### src/rtl/ps2_pkg.sv
// ps2_pkg
//   Shared types and constants for the PS/2 keycode receiver and the
//   downstream operator/number decoder stage.
//   - ps2_state_t : deframing FSM states
//   - scancode constants (set 2 make codes) for prefixes, control keys,
//     digits and keypad operators
//   - frame_odd_ok: odd-parity check over data byte plus parity bit
package ps2_pkg;

    typedef enum logic [1:0] {
        ST_IDLE   = 2'd0,
        ST_DATA   = 2'd1,
        ST_PARITY = 2'd2,
        ST_STOP   = 2'd3
    } ps2_state_t;

    // Prefix and control codes
    localparam logic [7:0] BRK   = 8'hF0;
    localparam logic [7:0] EXT   = 8'hE0;
    localparam logic [7:0] ENTER = 8'h5A;
    localparam logic [7:0] ESC   = 8'h76;

    // Top-row digit make codes
    localparam logic [7:0] KEY_0 = 8'h45;
    localparam logic [7:0] KEY_1 = 8'h16;
    localparam logic [7:0] KEY_2 = 8'h1E;
    localparam logic [7:0] KEY_3 = 8'h26;
    localparam logic [7:0] KEY_4 = 8'h25;
    localparam logic [7:0] KEY_5 = 8'h2E;
    localparam logic [7:0] KEY_6 = 8'h36;
    localparam logic [7:0] KEY_7 = 8'h3D;
    localparam logic [7:0] KEY_8 = 8'h3E;
    localparam logic [7:0] KEY_9 = 8'h46;

    // Keypad operators (KP_DIV arrives behind an EXT prefix)
    localparam logic [7:0] KP_PLUS  = 8'h79;
    localparam logic [7:0] KP_MINUS = 8'h7B;
    localparam logic [7:0] KP_MUL   = 8'h7C;
    localparam logic [7:0] KP_DIV   = 8'h4A;

    // Odd parity: the eight data bits plus the parity bit hold an odd
    // number of ones.
    function automatic logic frame_odd_ok(input logic [7:0] d, input logic p);
        return ^{d, p};
    endfunction

endpackage

### src/rtl/ps2_edge_filter.sv
// ps2_edge_filter
//   Brings the raw PS/2 lines into the clk domain and debounces ps2_clk.
//   Ports:
//     clk, rst_n  : system clock, synchronous active-low reset
//     ps2_clk     : raw PS/2 clock (asynchronous)
//     ps2_data    : raw PS/2 data (asynchronous)
//     fall        : 1-cycle pulse when the filtered clock goes 1->0
//     data_s      : synchronised ps2_data, valid alongside fall
module ps2_edge_filter #(
    parameter int FILTER_LEN = 8
) (
    input  logic clk,
    input  logic rst_n,
    input  logic ps2_clk,
    input  logic ps2_data,
    output logic fall,
    output logic data_s
);

    localparam int CW = $clog2(FILTER_LEN + 1);

    logic [1:0]    clk_sync;
    logic [1:0]    dat_sync;
    logic          flt;
    logic [CW-1:0] cnt;
    logic          accept;

    // Filtered level follows the synced clock only after FILTER_LEN
    // consecutive samples disagreeing with it; any agreeing sample restarts
    // the run, so short glitches never reach the FSM.
    assign accept = (clk_sync[1] != flt) && (cnt == CW'(FILTER_LEN - 1));

    always_ff @(posedge clk) begin
        if (!rst_n) begin
            clk_sync <= 2'b11;
            dat_sync <= 2'b11;
            flt      <= 1'b1;
            cnt      <= '0;
            fall     <= 1'b0;
            data_s   <= 1'b1;
        end else begin
            clk_sync <= {clk_sync[0], ps2_clk};
            dat_sync <= {dat_sync[0], ps2_data};
            data_s   <= dat_sync[1];
            fall     <= accept && flt;
            if (clk_sync[1] == flt) begin
                cnt <= '0;
            end else if (accept) begin
                flt <= clk_sync[1];
                cnt <= '0;
            end else begin
                cnt <= cnt + 1'b1;
            end
        end
    end

endmodule

### src/rtl/ps2_keycode_rx.sv
// ps2_keycode_rx
//   PS/2 keyboard receiver: deframes 11-bit frames (start, 8 data LSB first,
//   odd parity, stop) and keeps a 4-byte history plus a make/break flag.
//   Ports:
//     clk, rst_n  : system clock, synchronous active-low reset
//     ps2_clk     : raw PS/2 clock (asynchronous input)
//     ps2_data    : raw PS/2 data (asynchronous input)
//     x[31:0]     : byte history {b3,b2,b1,b0}, b0 newest
//     flag        : 1 when the newest byte followed an F0 break prefix
//     code_valid  : 1-cycle pulse, good byte shifted into x
//     frame_err   : 1-cycle pulse, parity / stop / timeout error
module ps2_keycode_rx
    import ps2_pkg::*;
#(
    parameter int FILTER_LEN  = 8,
    parameter int TIMEOUT_CYC = 50000
) (
    input  logic        clk,
    input  logic        rst_n,
    input  logic        ps2_clk,
    input  logic        ps2_data,
    output logic [31:0] x,
    output logic        flag,
    output logic        code_valid,
    output logic        frame_err
);

    localparam int TW = $clog2(TIMEOUT_CYC + 1);

    logic          fall;
    logic          data_s;

    ps2_state_t    state, state_n;
    logic [2:0]    bit_cnt, bit_cnt_n;
    logic [7:0]    sh, sh_n;
    logic          par, par_n;
    logic [TW-1:0] idle_cnt, idle_cnt_n;
    logic          good, bad;
    logic          brk_pend;

    ps2_edge_filter #(.FILTER_LEN(FILTER_LEN)) u_filt (
        .clk      (clk),
        .rst_n    (rst_n),
        .ps2_clk  (ps2_clk),
        .ps2_data (ps2_data),
        .fall     (fall),
        .data_s   (data_s)
    );

    always_ff @(posedge clk) begin
        if (!rst_n) begin
            state    <= ST_IDLE;
            bit_cnt  <= '0;
            sh       <= '0;
            par      <= 1'b0;
            idle_cnt <= '0;
        end else begin
            state    <= state_n;
            bit_cnt  <= bit_cnt_n;
            sh       <= sh_n;
            par      <= par_n;
            idle_cnt <= idle_cnt_n;
        end
    end

    always_comb begin
        state_n    = state;
        bit_cnt_n  = bit_cnt;
        sh_n       = sh;
        par_n      = par;
        idle_cnt_n = '0;
        good       = 1'b0;
        bad        = 1'b0;

        case (state)
            ST_IDLE: begin
                // A high data bit on a fall is line noise, not a start bit.
                if (fall && !data_s) begin
                    state_n   = ST_DATA;
                    bit_cnt_n = '0;
                end
            end
            ST_DATA: begin
                if (fall) begin
                    sh_n      = {data_s, sh[7:1]};
                    bit_cnt_n = bit_cnt + 1'b1;
                    if (bit_cnt == 3'd7) state_n = ST_PARITY;
                end
            end
            ST_PARITY: begin
                if (fall) begin
                    par_n   = data_s;
                    state_n = ST_STOP;
                end
            end
            ST_STOP: begin
                if (fall) begin
                    state_n = ST_IDLE;
                    if (data_s && frame_odd_ok(sh, par)) good = 1'b1;
                    else                                  bad  = 1'b1;
                end
            end
            default: state_n = ST_IDLE;
        endcase

        // Mid-frame watchdog: a device that stops clocking releases us back
        // to IDLE so the next start bit is not mistaken for a data bit.
        if (state != ST_IDLE && !fall) begin
            if (idle_cnt == TW'(TIMEOUT_CYC - 1)) begin
                state_n = ST_IDLE;
                bad     = 1'b1;
            end else begin
                idle_cnt_n = idle_cnt + 1'b1;
            end
        end
    end

    always_ff @(posedge clk) begin
        if (!rst_n) begin
            x          <= '0;
            flag       <= 1'b0;
            brk_pend   <= 1'b0;
            code_valid <= 1'b0;
            frame_err  <= 1'b0;
        end else begin
            code_valid <= good;
            frame_err  <= bad;
            if (good) begin
                x <= {x[23:0], sh};
                // F0 only arms the break; the following key code carries it.
                if (sh == BRK) begin
                    brk_pend <= 1'b1;
                end else begin
                    flag     <= brk_pend;
                    brk_pend <= 1'b0;
                end
            end
        end
    end

endmodule

### config.mk
export PLATFORM = sky130hd
export DESIGN_NAME = ps2_keycode_rx
export DESIGN_NICKNAME = d
export VERILOG_FILES = /design/src/rtl/ps2_pkg.sv /design/src/rtl/ps2_edge_filter.sv /design/src/rtl/ps2_keycode_rx.sv
export SDC_FILE = /design/constraint.sdc
export NUM_CORES = 1
export LEC_CHECK = 0
export CAP_MARGIN = 20
export CORE_MARGIN = 2
export CORE_UTILIZATION = 40
export CTS_BUF_LIST = sky130_fd_sc_hd__clkbuf_8
export CTS_CLUSTER_SIZE = 20
export DETAILED_ROUTE_END_ITERATION = 6
export HOLD_SLACK_MARGIN = 0.1
export PLACE_DENSITY_LB_ADDON = 0.3
export RECOVER_POWER = 25
export SLEW_MARGIN = 40
export SYNTH_ARGS = -nofsm -noshare
export SYNTH_HDL_FRONTEND = slang
export SYNTH_HIERARCHICAL = 1
export SYNTH_SLANG_ARGS = --single-unit
### constraint.sdc
create_clock -name clk -period 2 [get_ports clk]
set_input_delay 0.3 -clock clk [delete_from_list [all_inputs] [get_ports clk]]
set_output_delay 0.3 -clock clk [all_outputs]
set_load 0.01 [all_outputs]
======== Yosys cells after proc, flatten, opt, wreduce, memory -nomap -nowiden ========
Cells that the tools add are included.
cells by class
  eq/ne operators ......................... 11
  mux-type cells .......................... 20
  reduce and logical (&&, ||, !) cells .... 18
  bitwise gates (word level) .............. 4
  $add $sub $neg .......................... 3
operators with widths
  operator                                        number
  adder 16 x 1 -> 16 bit (second input constant)  1
  == test 16 bit (second input constant)          1
  two-way mux 2 bit                               7
  two-way mux 1 bit                               9
  XOR reduction 9 bit                             1
  == test 8 bit (second input constant)           1
  case mux 2 bit (4 select lines)                 1
  AND reduction 2 bit                             4
  two-way mux 3 bit                               2
  case mux 3 bit (2 select lines)                 1
  OR reduction 3 bit                              2
  logical AND 1 bit                               5
  adder 4 x 1 -> 4 bit (second input constant)    1
  == test 2 bit (second input constant)           2
  == test 4 x 3 -> 1 bit (second input constant)  1
  inverter 1 bit                                  4
  nonzero test 2 bit                              2
  adder 3 x 1 -> 3 bit (second input constant)    1
  == test 3 bit (second input constant)           1
  AND reduction 3 bit                             1
  == test 2 x 1 -> 1 bit (second input constant)  1
  zero test 1 bit                                 2
  zero test 2 bit                                 1
  != test 2 x 1 -> 1 bit (second input constant)  1
  other kinds (3)                                 3
word-level totals
  bits in registers ....................... 77
  output and inout port bits .............. 35
  word-level logic and storage cells ...... 72
  bits of input ports ..................... 4

======== Logic depth before layout (Yosys ltp) ========
  word-level depth ........................ 7
  depth in mapped cells ................... 6
  gate-level depth less buffers ........... 5

======== Hierarchy ========
The synthesis kept the hierarchy.
by module, submodules not included
  module           times used  cells an instance  sequential area each (µm²)  area an instance (µm²)
  ps2_keycode_rx   1           281                1321.3                      2807.7
  ps2_edge_filter  1           32                 220.2                       354.1

======== Worst setup path after synthesis ========
OpenSTA, ideal clock, no wires.
  path kind ............................... reg-to-reg
  start ................................... register sh[1]
  end ..................................... register x[11]
  cell stages (with the launch flop) ...... 6
  data arrival time ....................... 1.743 ns
  clock period less this slack ............ 1.815 ns
  data required time ...................... 1.928 ns
  buffers on the path ..................... 1
  setup time .............................. 0.072 ns
  slack ................................... 0.185 ns
  path through ............................ dfxtp_1 -> xnor3_4 -> nand3b_1 -> mux2i_4 -> buf_12 -> mux2i_1
between the ends
  word-level cells in the longest chain between the ends .. 5
ends and longest elaborated chain
  item                      RTL line               RTL
  start: declaration        ps2_keycode_rx.sv:35   logic [7:0] sh, sh_n;
  start signal: assignment  ps2_keycode_rx.sv:60   sh <= sh_n;
  XOR reduction 9 bit       ps2_pkg.sv:44          return ^{d, p};
  logical AND 1 bit         ps2_keycode_rx.sv:99   if (data_s && frame_odd_ok(sh, par)) good = 1'b1;
  two-way mux 1 bit         ps2_keycode_rx.sv:99
  two-way mux 1 bit         ps2_keycode_rx.sv:97   if (fall) begin
  two-way mux 1 bit         ps2_keycode_rx.sv:75   case (state)
  end signal: assignment    ps2_keycode_rx.sv:129  x <= {x[23:0], sh};
  end: declaration          ps2_keycode_rx.sv:22   output logic [31:0] x,
No other way between the ends.
A chain may end at the register's enable or synchronous reset.

======== Worst setup path after layout ========
  start ................................... register sh[2]
  end ..................................... register x[6]
Same word-level chain as after synthesis.

==> impl_metrics.env <==
export IMPL_synth_top_cell_area_share_pct=48.75
export IMPL_port_buffer_count=38
export IMPL_timing_hold_worst_start="u_filt/dat_sync[0]$_SDFF_PN1_"
export IMPL_largest_net_degree_at_the_start_of_global_routing=52
export IMPL_avgViaCountPerCell=4.875
export IMPL_run_status="completed"
export IMPL_dr_total_vias=2262
export IMPL_cts_buffers_inserted=9
export IMPL_rows=32
export IMPL_io_pin_count=39
export IMPL_startpoint_class="flip-flop"
export IMPL_globalplace_congestion=0.7538
export IMPL_finalCritPeriodShare_pct=95.73
export IMPL_grt_antenna_before_repair=0
export IMPL_yosys_register_bits=77
export IMPL_grt_pass1_wl_um=9515
export IMPL_static_leakage_power_uw=0.001449
export IMPL_setup_violations_final=0
export IMPL_cts_num_sinks=77
export IMPL_slew_headroom_pct=34.92
export IMPL_buffers_from_clock_root_to_sink_at_most=2
export IMPL_synth_top_area_cells="sky130_fd_sc_hd__dfxtp_1 (49%), sky130_fd_sc_hd__mux2i_1 (14%), sky130_fd_sc_hd__nand2_1 (6.1%)"
export IMPL_unrepaired_setup_endpoints_after_global_routing="false"
export IMPL_post_synth_most_frequent_cells="sky130_fd_sc_hd__dfxtp_1 (77), sky130_fd_sc_hd__nand2_1 (51), sky130_fd_sc_hd__mux2i_1 (44)"
export IMPL_setup_reg_to_reg_worst_slack_ns=0.09
export IMPL_fin_nets=365
export IMPL_initial_core_util_pct=41.13
export IMPL_achievable_frequency_ghz=0.5223
export IMPL_critical_path_buf_inv_count=2
export IMPL_first_global_vias=2137
export IMPL_syn_mean_instance_area_um2=10.10
export IMPL_core_um2=7687
export IMPL_holdPathEnd="u_filt/dat_sync[1]$_SDFF_PN1_"
export IMPL_critPathRequiredTime_ns=2.27
export IMPL_number_of_flops_mapped_to_enable_cells_by_yosys=0
export IMPL_post_synth_top_area_cell="sky130_fd_sc_hd__dfxtp_1"
export IMPL_first_iter_violations=79
export IMPL_timing_max_transition_violations_final=0
export IMPL_yosys_cell_types_count=41
export IMPL_asyncSetResetFlopFracSynth_pct=0
export IMPL_power_density_nw_per_um2=745.7
export IMPL_timing_hold_violations_final=0
export IMPL_worst_path_class_setup="flip-flop to flip-flop"
export IMPL_clkLatencyLatePin_ns=0.35
export IMPL_r2r_end="x[6]$_SDFFE_PN0P_"
export IMPL_rr_worst_depth=6
export IMPL_grt_residual_overflow=0
export IMPL_vert_die_dim_um=92.91
export IMPL_dominant_register_cell_in_the_synthesized_netlist="sky130_fd_sc_hd__dfxtp_1"
export IMPL_root_buffer="sky130_fd_sc_hd__clkbuf_8"
export IMPL_min_period_ns=1.915
export IMPL_dp_hpwl_um=3759
export IMPL_drt_first_pass_iters=4
export IMPL_critical_path_top_delay_family="XOR/XNOR gates"
export IMPL_worst_clock_skew_ns=0.01266
export IMPL_post_route_drc_count=0
export IMPL_fp_dieW_um=92.91
export IMPL_yosysMostFrequentCell="sky130_fd_sc_hd__dfxtp_1"
export IMPL_worst_path_largest_cell_delay_ns=0.45
export IMPL_grt_use_total_pct=13.78
export IMPL_cts_htree_levels=3
export IMPL_synth_cells=313
export IMPL_largest_vdd_supply_drop_mv=0.3457
export IMPL_total_negative_slack_for_setup_checks_ns=0
export IMPL_reg2reg_start="sh[2]$_SDFFE_PN0P_"
export IMPL_clk_pin_slew_worst_paths_ns=0.09
export IMPL_drtAntennaViolNets=0
export IMPL_final_layout_size_suffix_gt1_share_pct=9.669
export IMPL_num_antenna_cells=0
export IMPL_detail_route_wl_per_cell_um=12.10
export IMPL_design_power_total_uw=2875
export IMPL_max_cap_violation_count=0
export IMPL_mappedNetlistNets=321
export IMPL_area_delta_synth_final_pct=21.92
export IMPL_synth_warning_count=6
export IMPL_post_dp_cell_area_um2=3597
export IMPL_hold_path_class="flip-flop to flip-flop"
export IMPL_path_cells="xnor3_4, nand3b_1, mux2i_4, buf_4, clkbuf_16, mux2i_1"
export IMPL_post_route_cell_area_um2=3855
export IMPL_cts_tree="built"
export IMPL_slowest_cell_on_crit_path="sky130_fd_sc_hd__xnor3_4"
export IMPL_total_routed_length_um=5616
export IMPL_critical_path_peak_fanout=8
export IMPL_worst_slew_pin_slew_ns=0.9761
export IMPL_timing_hold_worst_path_depth=1
export IMPL_endpoint_kind="flip-flop"
export IMPL_die_area_um2=8631
export IMPL_mappedNetlistArea_um2=3162
export IMPL_seq_area_frac_synth_pct=48.75
export IMPL_critical_path_arrival_ns=2.19
[placed cells by master (no fill, tap or decap), types with 2 or more instances in the layout]
cell type	Yosys	final
sky130_fd_sc_hd__clkdlybuf4s50_1	0	23
sky130_fd_sc_hd__nand2_1	51	51
sky130_fd_sc_hd__xnor2_1	7	7
sky130_fd_sc_hd__nor4bb_1	2	2
sky130_fd_sc_hd__ha_1	4	4
sky130_fd_sc_hd__xor2_1	12	12
sky130_fd_sc_hd__nor2_1	35	35
sky130_fd_sc_hd__dfxtp_1	77	76
sky130_fd_sc_hd__nand4_1	6	6
sky130_fd_sc_hd__and3_1	3	3
sky130_fd_sc_hd__inv_6	0	3
sky130_fd_sc_hd__nor3_1	3	3
sky130_fd_sc_hd__clkbuf_8	0	9
sky130_fd_sc_hd__nand4b_1	3	3
sky130_fd_sc_hd__dlygate4sd3_1	4	14
sky130_fd_sc_hd__nand2b_1	7	7
sky130_fd_sc_hd__bufinv_16	0	2
sky130_fd_sc_hd__nand3_1	6	7
sky130_fd_sc_hd__nand3b_1	4	4
sky130_fd_sc_hd__mux2i_1	44	44
sky130_fd_sc_hd__and4_1	3	3
sky130_fd_sc_hd__buf_4	0	6
sky130_fd_sc_hd__inv_1	5	5
sky130_fd_sc_hd__a21oi_1	7	7
[flip-flops by register name (all words and copies together), names as in the netlist, 2 cells and up]
signal	flops
state	2
sh	8
idle_cnt	16
x	32
u_filt/clk_sync	2
u_filt/dat_sync	2
u_filt/cnt	4
bit_cnt	3
[timing repair]
action	4_1_cts	5_1_grt
resized for setup	0	1
hold buffers	0	0
endpoints found under the setup margin	0	27
setup buffers	0	2
[layout make-up]
type,count,area [um^2]
inverter,5,18.77
clock inverter,7,102.6
multi-input combinational,216,1459
tap,102,127.6
timing repair buffer,48,480.5
clock buffer,9,123.9
fill,748,3832
sequential,77,1543
[how the worst max path moves through the flow]
stage | start | end | slack (ns) | cells past startpoint
after floorplan | sh[1]$_SDFFE_PN0P_ | x[11]$_SDFFE_PN0P_ | 0.19 | 5
after global placement | sh[1]$_SDFFE_PN0P_ | x[19]$_SDFFE_PN0P_ | 0.16 | 5
after detailed placement | sh[1]$_SDFFE_PN0P_ | x[9]$_SDFFE_PN0P_ | 0.09 | 5
after CTS | sh[1]$_SDFFE_PN0P_ | x[20]$_SDFFE_PN0P_ | 0.06 | 5
after global routing | sh[1]$_SDFFE_PN0P_ | x[27]$_SDFFE_PN0P_ | 0.02 | 6
final | sh[2]$_SDFFE_PN0P_ | x[6]$_SDFFE_PN0P_ | 0.09 | 6
[layer usage]
metal | vias to the layer above | share of wire [%] | global-route usage, % | wire, um
li1 | 1157 | - | - | -
met1 | 1054 | 50 | 18.25 | 2783
met2 | 42 | 45 | 21.14 | 2526
met3 | 9 | 3.6 | 2.685 | 204
met4 | 0 | 1.8 | 7.475 | 102
met5 | - | 0 | 0 | 0
[kinds of logic after synthesis]
kind of cell               share of synthesized area (%)
AOI/OAI and AO/OA                                  2.651
xor gates and xnor gates                           6.846
adders and majority gates                          1.583
buffers and inverters                              4.947
DFF                                                48.75
muxes                                              15.00
and+or+nand+nor                                    20.22
[report_power, final]
part / switching (uW) / internal, uW / total [uW]
logic: 23.4 / 8.48 / 31.9
clock network: 586 / 718 / 1300
registers: 2.59 / 1540 / 1540
total: 612 / 2260 / 2870
[metrics by stage]
step | setup WS, ns | std cells | hold WS, ns | utilization (%)
floorplan | 0.1854 | 313 | 0.3619 | -
global placement | 0.1598 | 444 | 0.3890 | 46.79
detailed placement | 0.08930 | 444 | 0.3925 | 46.79
CTS | 0.05770 | 460 | 0.3667 | 49.74
global route | 0.01797 | 464 | 0.4196 | 50.15
finish | 0.08534 | 464 | 0.4107 | 50.15
Note: power is estimated with default switching activity, not from simulation.
